--- src/rtl/spi_rx_deframer.sv ---
// Receive-side deframer for the 8-bit MSB-first serial transmitter.
// Samples bit_in/stop_in every rising edge, rebuilds 8-bit frames, flags
// short/long frames, and buffers good bytes in a first-word-fall-through
// FIFO read over a valid/ready handshake.
//
// Ports:
//   clk, rst_n   - clock, asynchronous active-low reset
//   bit_in       - serial data (MSB first)
//   stop_in      - 0 = bit transfer in progress, 1 = idle/frame finished
//   data_out     - byte at FIFO head, valid while out_valid=1 (holds when empty)
//   out_valid    - FIFO not empty
//   out_ready    - consumer takes data_out at the next rising edge
//   err_short    - one-cycle pulse: frame ended with fewer than 8 bits
//   err_long     - one-cycle pulse: ninth bit seen before stop_in rose
//   ovf          - one-cycle pulse: complete frame dropped, FIFO full
//   count        - FIFO occupancy, 0..DEPTH
module spi_rx_deframer #(
  parameter int unsigned DEPTH = 4,
  parameter int unsigned AW    = 2
) (
  input  logic          clk,
  input  logic          rst_n,
  input  logic          bit_in,
  input  logic          stop_in,
  output logic [7:0]    data_out,
  output logic          out_valid,
  input  logic          out_ready,
  output logic          err_short,
  output logic          err_long,
  output logic          ovf,
  output logic [AW:0]   count
);

  localparam int unsigned DW = 8;
  localparam int unsigned CW = 4;
  localparam logic [CW-1:0] BITS_PER_FRAME = CW'(DW);
  localparam logic [AW:0]   FULL_CNT       = (AW+1)'(DEPTH);

  typedef enum logic [1:0] {
    ST_IDLE    = 2'd0,
    ST_SHIFT   = 2'd1,
    ST_DISCARD = 2'd2
  } state_e;

  state_e          state_q, state_d;
  logic [DW-1:0]   shreg_q, shreg_d;
  logic [CW-1:0]   cnt_q, cnt_d;
  logic            err_short_q, err_short_d;
  logic            err_long_q, err_long_d;
  logic            ovf_q, ovf_d;
  logic [AW-1:0]   wr_ptr_q, wr_ptr_d;
  logic [AW-1:0]   rd_ptr_q, rd_ptr_d;
  logic [AW:0]     count_q, count_d;
  logic            out_valid_q, out_valid_d;
  logic [DW-1:0]   data_out_q, data_out_d;
  logic [DW-1:0]   mem_q [DEPTH];

  logic            push_req;
  logic            push;
  logic            pop;
  logic            full;

  // Frame FSM: bit collection and short/long detection.
  always_comb begin
    state_d     = state_q;
    shreg_d     = shreg_q;
    cnt_d       = cnt_q;
    push_req    = 1'b0;
    err_short_d = 1'b0;
    err_long_d  = 1'b0;
    case (state_q)
      ST_IDLE: begin
        if (!stop_in) begin
          shreg_d = {shreg_q[DW-2:0], bit_in};
          cnt_d   = CW'(1);
          state_d = ST_SHIFT;
        end
      end
      ST_SHIFT: begin
        if (!stop_in) begin
          if (cnt_q < BITS_PER_FRAME) begin
            shreg_d = {shreg_q[DW-2:0], bit_in};
            cnt_d   = cnt_q + CW'(1);
          end else begin
            err_long_d = 1'b1;
            state_d    = ST_DISCARD;
          end
        end else begin
          if (cnt_q == BITS_PER_FRAME) begin
            push_req = 1'b1;
          end else begin
            err_short_d = 1'b1;
          end
          cnt_d   = '0;
          state_d = ST_IDLE;
        end
      end
      ST_DISCARD: begin
        if (stop_in) begin
          cnt_d   = '0;
          state_d = ST_IDLE;
        end
      end
      default: begin
        cnt_d   = '0;
        state_d = ST_IDLE;
      end
    endcase
  end

  // FIFO control; a pop on the same edge frees the slot for a push into a full FIFO.
  always_comb begin
    pop         = out_valid_q && out_ready;
    full        = (count_q == FULL_CNT);
    push        = push_req && (!full || pop);
    ovf_d       = push_req && !push;
    wr_ptr_d    = push ? wr_ptr_q + AW'(1) : wr_ptr_q;
    rd_ptr_d    = pop  ? rd_ptr_q + AW'(1) : rd_ptr_q;
    count_d     = count_q;
    case ({push, pop})
      2'b10:   count_d = count_q + (AW+1)'(1);
      2'b01:   count_d = count_q - (AW+1)'(1);
      default: count_d = count_q;
    endcase
    out_valid_d = (count_d != '0);
    // Registered head: bypass the byte being written when it becomes the head.
    data_out_d  = data_out_q;
    if (count_d != '0) begin
      if (push && (rd_ptr_d == wr_ptr_q)) begin
        data_out_d = shreg_q;
      end else begin
        data_out_d = mem_q[rd_ptr_d];
      end
    end
  end

  // Control and output registers.
  always_ff @(posedge clk or negedge rst_n) begin
    if (!rst_n) begin
      state_q     <= ST_IDLE;
      shreg_q     <= '0;
      cnt_q       <= '0;
      err_short_q <= 1'b0;
      err_long_q  <= 1'b0;
      ovf_q       <= 1'b0;
      wr_ptr_q    <= '0;
      rd_ptr_q    <= '0;
      count_q     <= '0;
      out_valid_q <= 1'b0;
      data_out_q  <= '0;
    end else begin
      state_q     <= state_d;
      shreg_q     <= shreg_d;
      cnt_q       <= cnt_d;
      err_short_q <= err_short_d;
      err_long_q  <= err_long_d;
      ovf_q       <= ovf_d;
      wr_ptr_q    <= wr_ptr_d;
      rd_ptr_q    <= rd_ptr_d;
      count_q     <= count_d;
      out_valid_q <= out_valid_d;
      data_out_q  <= data_out_d;
    end
  end

  // FIFO storage; contents need no reset.
  always_ff @(posedge clk) begin
    if (push) begin
      mem_q[wr_ptr_q] <= shreg_q;
    end
  end

  assign data_out  = data_out_q;
  assign out_valid = out_valid_q;
  assign err_short = err_short_q;
  assign err_long  = err_long_q;
  assign ovf       = ovf_q;
  assign count     = count_q;

endmodule

--- config.mk ---
export PLATFORM = sky130hd
export DESIGN_NAME = spi_rx_deframer
export DESIGN_NICKNAME = d
export VERILOG_FILES = /design/src/rtl/spi_rx_deframer.sv
export SDC_FILE = /design/constraint.sdc
export NUM_CORES = 1
export LEC_CHECK = 0
export ABC_AREA = 1
export BUFFER_PORTS_ARGS = -buffer_cell sky130_fd_sc_hd__clkbuf_2
export CORE_MARGIN = 3
export CORE_UTILIZATION = 30
export CTS_BUF_LIST = sky130_fd_sc_hd__clkbuf_4 sky130_fd_sc_hd__clkbuf_8
export DETAILED_ROUTE_END_ITERATION = 10
export PLACE_DENSITY = 0.48
export SLEW_MARGIN = 20
export SYNTH_ARGS = -nofsm -noshare
export SYNTH_HDL_FRONTEND = slang
export SYNTH_SLANG_ARGS = --single-unit
--- constraint.sdc ---
create_clock -name clk -period 2.87 [get_ports clk]
set_input_delay 0.1435 -clock clk [delete_from_list [all_inputs] [get_ports clk]]
set_output_delay 0.1435 -clock clk [all_outputs]
set_load 0.05 [all_outputs]
==> impl_metrics.yaml <==
min_path:
  min_from: "stop_in"
  hold_class: "input port to flip-flop"
sta:
  rsz0062_at_grt: "no"
  maxSlewViolCount: 0
  final.period_utilization: 0.799
  fmax_mhz: 436
  skew_ps: 7.09
  hold_viol: 0
  max_slew_margin: 0.420
  period_needed_ps: 2290
  tns_ps: 0
  tightest_slew_ps: 870
  setup_violations: 0
detailed_routing:
  drc: 0
  drtPass1Iterations: 4
  antenna_left: 0
  totalWireLength_um: 5980
  dr_total_vias: 2068
  wl_per_cell_um: 12.4
  viasPerCell: 4.28
  drtIter0Drc: 95
setup_path:
  worstSetupPathType: "flip-flop to flip-flop"
  worstPathRequired_ps: 3100
  crit_path_max_fanout: 10
  crit_path_start: "cnt_q[0]$_DFFE_PN0P_"
  end_kind: "flip-flop"
  arrival_ps: 2530
  start_kind: "flip-flop"
  r2r_start: "cnt_q[0]$_DFFE_PN0P_"
floorplan:
  start_util: 0.314
  num_rows: 36
  dieArea_sq_mm: 0.0116
  dieWidth_um: 108
  io_pins: 20
  dieHeight_um: 108
  core_area_sq_mm: 0.00991
synthesis:
  synthesis.area_sq_mm: 0.00311
  postSynthCellCount: 314
  synth_top_area_share: 0.309
  synth_top_cell_by_area: "edfxtp_1"
  yosysMostFrequentCell: "nand2_1"
  synthFlopType: "dfrtp_1"
  synth_area_leaders: "edfxtp_1 (31%), dfrtp_1 (27%), nand2_1 (14%), inv_1 (4.1%), nand2_4 (4.0%)"
  synth_edf_count: 32
  yosysWarnings: 0
  yosysSeqAreaShare: 0.575
  syn_area_per_cell_sq_um: 9.90
  synthesis.nets: 326
  post_synth_num_cell_types: 25
  ys_async_sr_fraction: 0.508
  synth_common_cells: "nand2_1 (115), inv_1 (34), dfrtp_1 (33)"
  ys_seq_elements: 65
clocking:
  numCtsBuffers: 9
  ctsRootBufferMaster: "clkbuf_8"
  cts-resized-gates: 0
  cts_tree: "built"
  clock-sinks: 65
  cts.clk_slew.worst_paths_ps: 70
  cts_buffer_depth: 2
  insertion_delay_ps: 340
  cts_htree_levels: 3
cells_and_area:
  syn_to_final_growth_pct: 16.0
  final_nets: 357
  multi_input_area_sq_mm: 0.00115
  instances_no_fill: 483
  fillers: 1001
  fin_util: 0.364
  antenna_cells: 0
  regArea_sq_mm: 0.00179
  drive_gt1_frac: 0.194
power_and_ir_drop:
  intPower_mw: 2.00
  clkPwrFrac: 0.245
  combinationalPowerShare: 0.402
  power.switching_mw: 1.53
  power.density_mw_per_mm2: 980
  netSwitchingFraction: 0.434
  seq_power_share: 0.352
  leakagePower_nw: 1.71
  peakVddDrop_mv: 0.448
grt:
  grt_remaining_overflow: 0
  grt_pass1_vias: 1973
  track_usage: 0.112
  antenna_found_initial: 0
  grt_max_degree: 34
  grt_first_pass_wirelength_um: 10000
placed_design:
  gp_congestion: 0.769
  dpl.hpwl_um: 4200
  numPortBuffers: 19
  post-place-cells: 465
status:
  status: "finished, final reports clean"
job:
  drv_cap: 0
-- kinds of logic after synthesis --
kind of cell             synth area share
XOR/XNOR                          0.00282
flip-flops                          0.575
buffers and inverters              0.0560
AO/OA/AOI/OAI                      0.0346
adder cells (fa/ha/maj)            0.0306
AND/OR/NAND/NOR                     0.301
-- worst paths after layout --
check,endpoint,slack (ps),cells after the start
worst max-delay path,data_out[3]$_DFFE_PN0P_,580,14
worst min-delay path,state_q[1]$_DFFE_PN0P_,80,2
worst max register to register,data_out[3]$_DFFE_PN0P_,580,14
worst min register to register,data_out[3]$_DFFE_PN0P_,540,2
max in group asynchronous,shreg_q[4]$_DFFE_PN0P_,1870,2
min in group asynchronous,cnt_q[2]$_DFFE_PN0P_,450,2
-- final cells by class --
cell class,count,area share
Sequential cell,65,0.495
Clock inverter,6,0.0257
Clock buffer,10,0.0364
Tap cell,133,0.0461
Inverter,41,0.0441
Timing Repair Buffer,22,0.0340
Multi-Input combinational cell,206,0.318
-- layout by cell type (no fill, tap or decap), types with 3 or more instances in the layout --
cell and count:
clkbuf_2 19, clkbuf_8 9, dfrtp_1 33, edfxtp_1 32, ha_1 6, inv_1 34, inv_2 3, nand2_1 115
nand2_2 6, nand2_4 11, nand3_1 14, nand3_2 3, nand3_4 4, nand4_1 10, nor2_1 13, o211ai_1 8
o21ai_0 6
-- power by group through the flow --
stage,clock [mW],sequential [mW],combinational (mW)
6_report,0.867,1.24,1.42
5_1_grt,0.942,1.26,1.59
4_1_cts,0.898,1.25,1.45
3_5_place_dp,0,1.27,1.44
3_3_place_gp,0,1.27,1.43
2_1_floorplan,0,1.53,0.858
-- per-stage QoR --
step	hold slack, ps	worst slack [ps]	power [mW]	instance area, sq um
floorplan	-152	763	2.39	3110
global placement	311	638	2.70	3360
detailed placement	320	571	2.71	3360
CTS	65.6	555	3.59	3610
global route	85.4	379	3.80	3610
finish	79.9	576	3.53	3610
-- routing by layer --
metal	global-route usage	wire [um]
met1	0.156	3190
met2	0.166	2510
met3	0.0222	167
met4	0.0541	119
met5	0	0
-- registers in the layout, indices dropped and copies added (netlist names) --
register / count
count: 3
rd_ptr_q: 2
data_out: 8
wr_ptr_q: 2
out_valid: 1
err_short: 1
shreg_q: 8
cnt_q: 4
state_q: 2
err_long: 1
ovf: 1
mem_q: 32
-- worst max-delay path: stages (launching register included) --
cell and delay (ps):
dfrtp_1 410, inv_1 90, ha_1 160, nand3_2 130, inv_1 140, nand2_4 80
nand2_4 80, inv_1 50, fa_1 390, nand4_1 160, nand3_4 80, nand2_4 140
nand3_4 130, nand2_1 90, nand2_1 50
-- repair_timing --
action	in CTS	in global routing
setup buffers	0	0
hold endpoints to repair	34	0
setup endpoints to repair	0	0
hold buffers	2	0
Power figures use the tool's default switching activity.
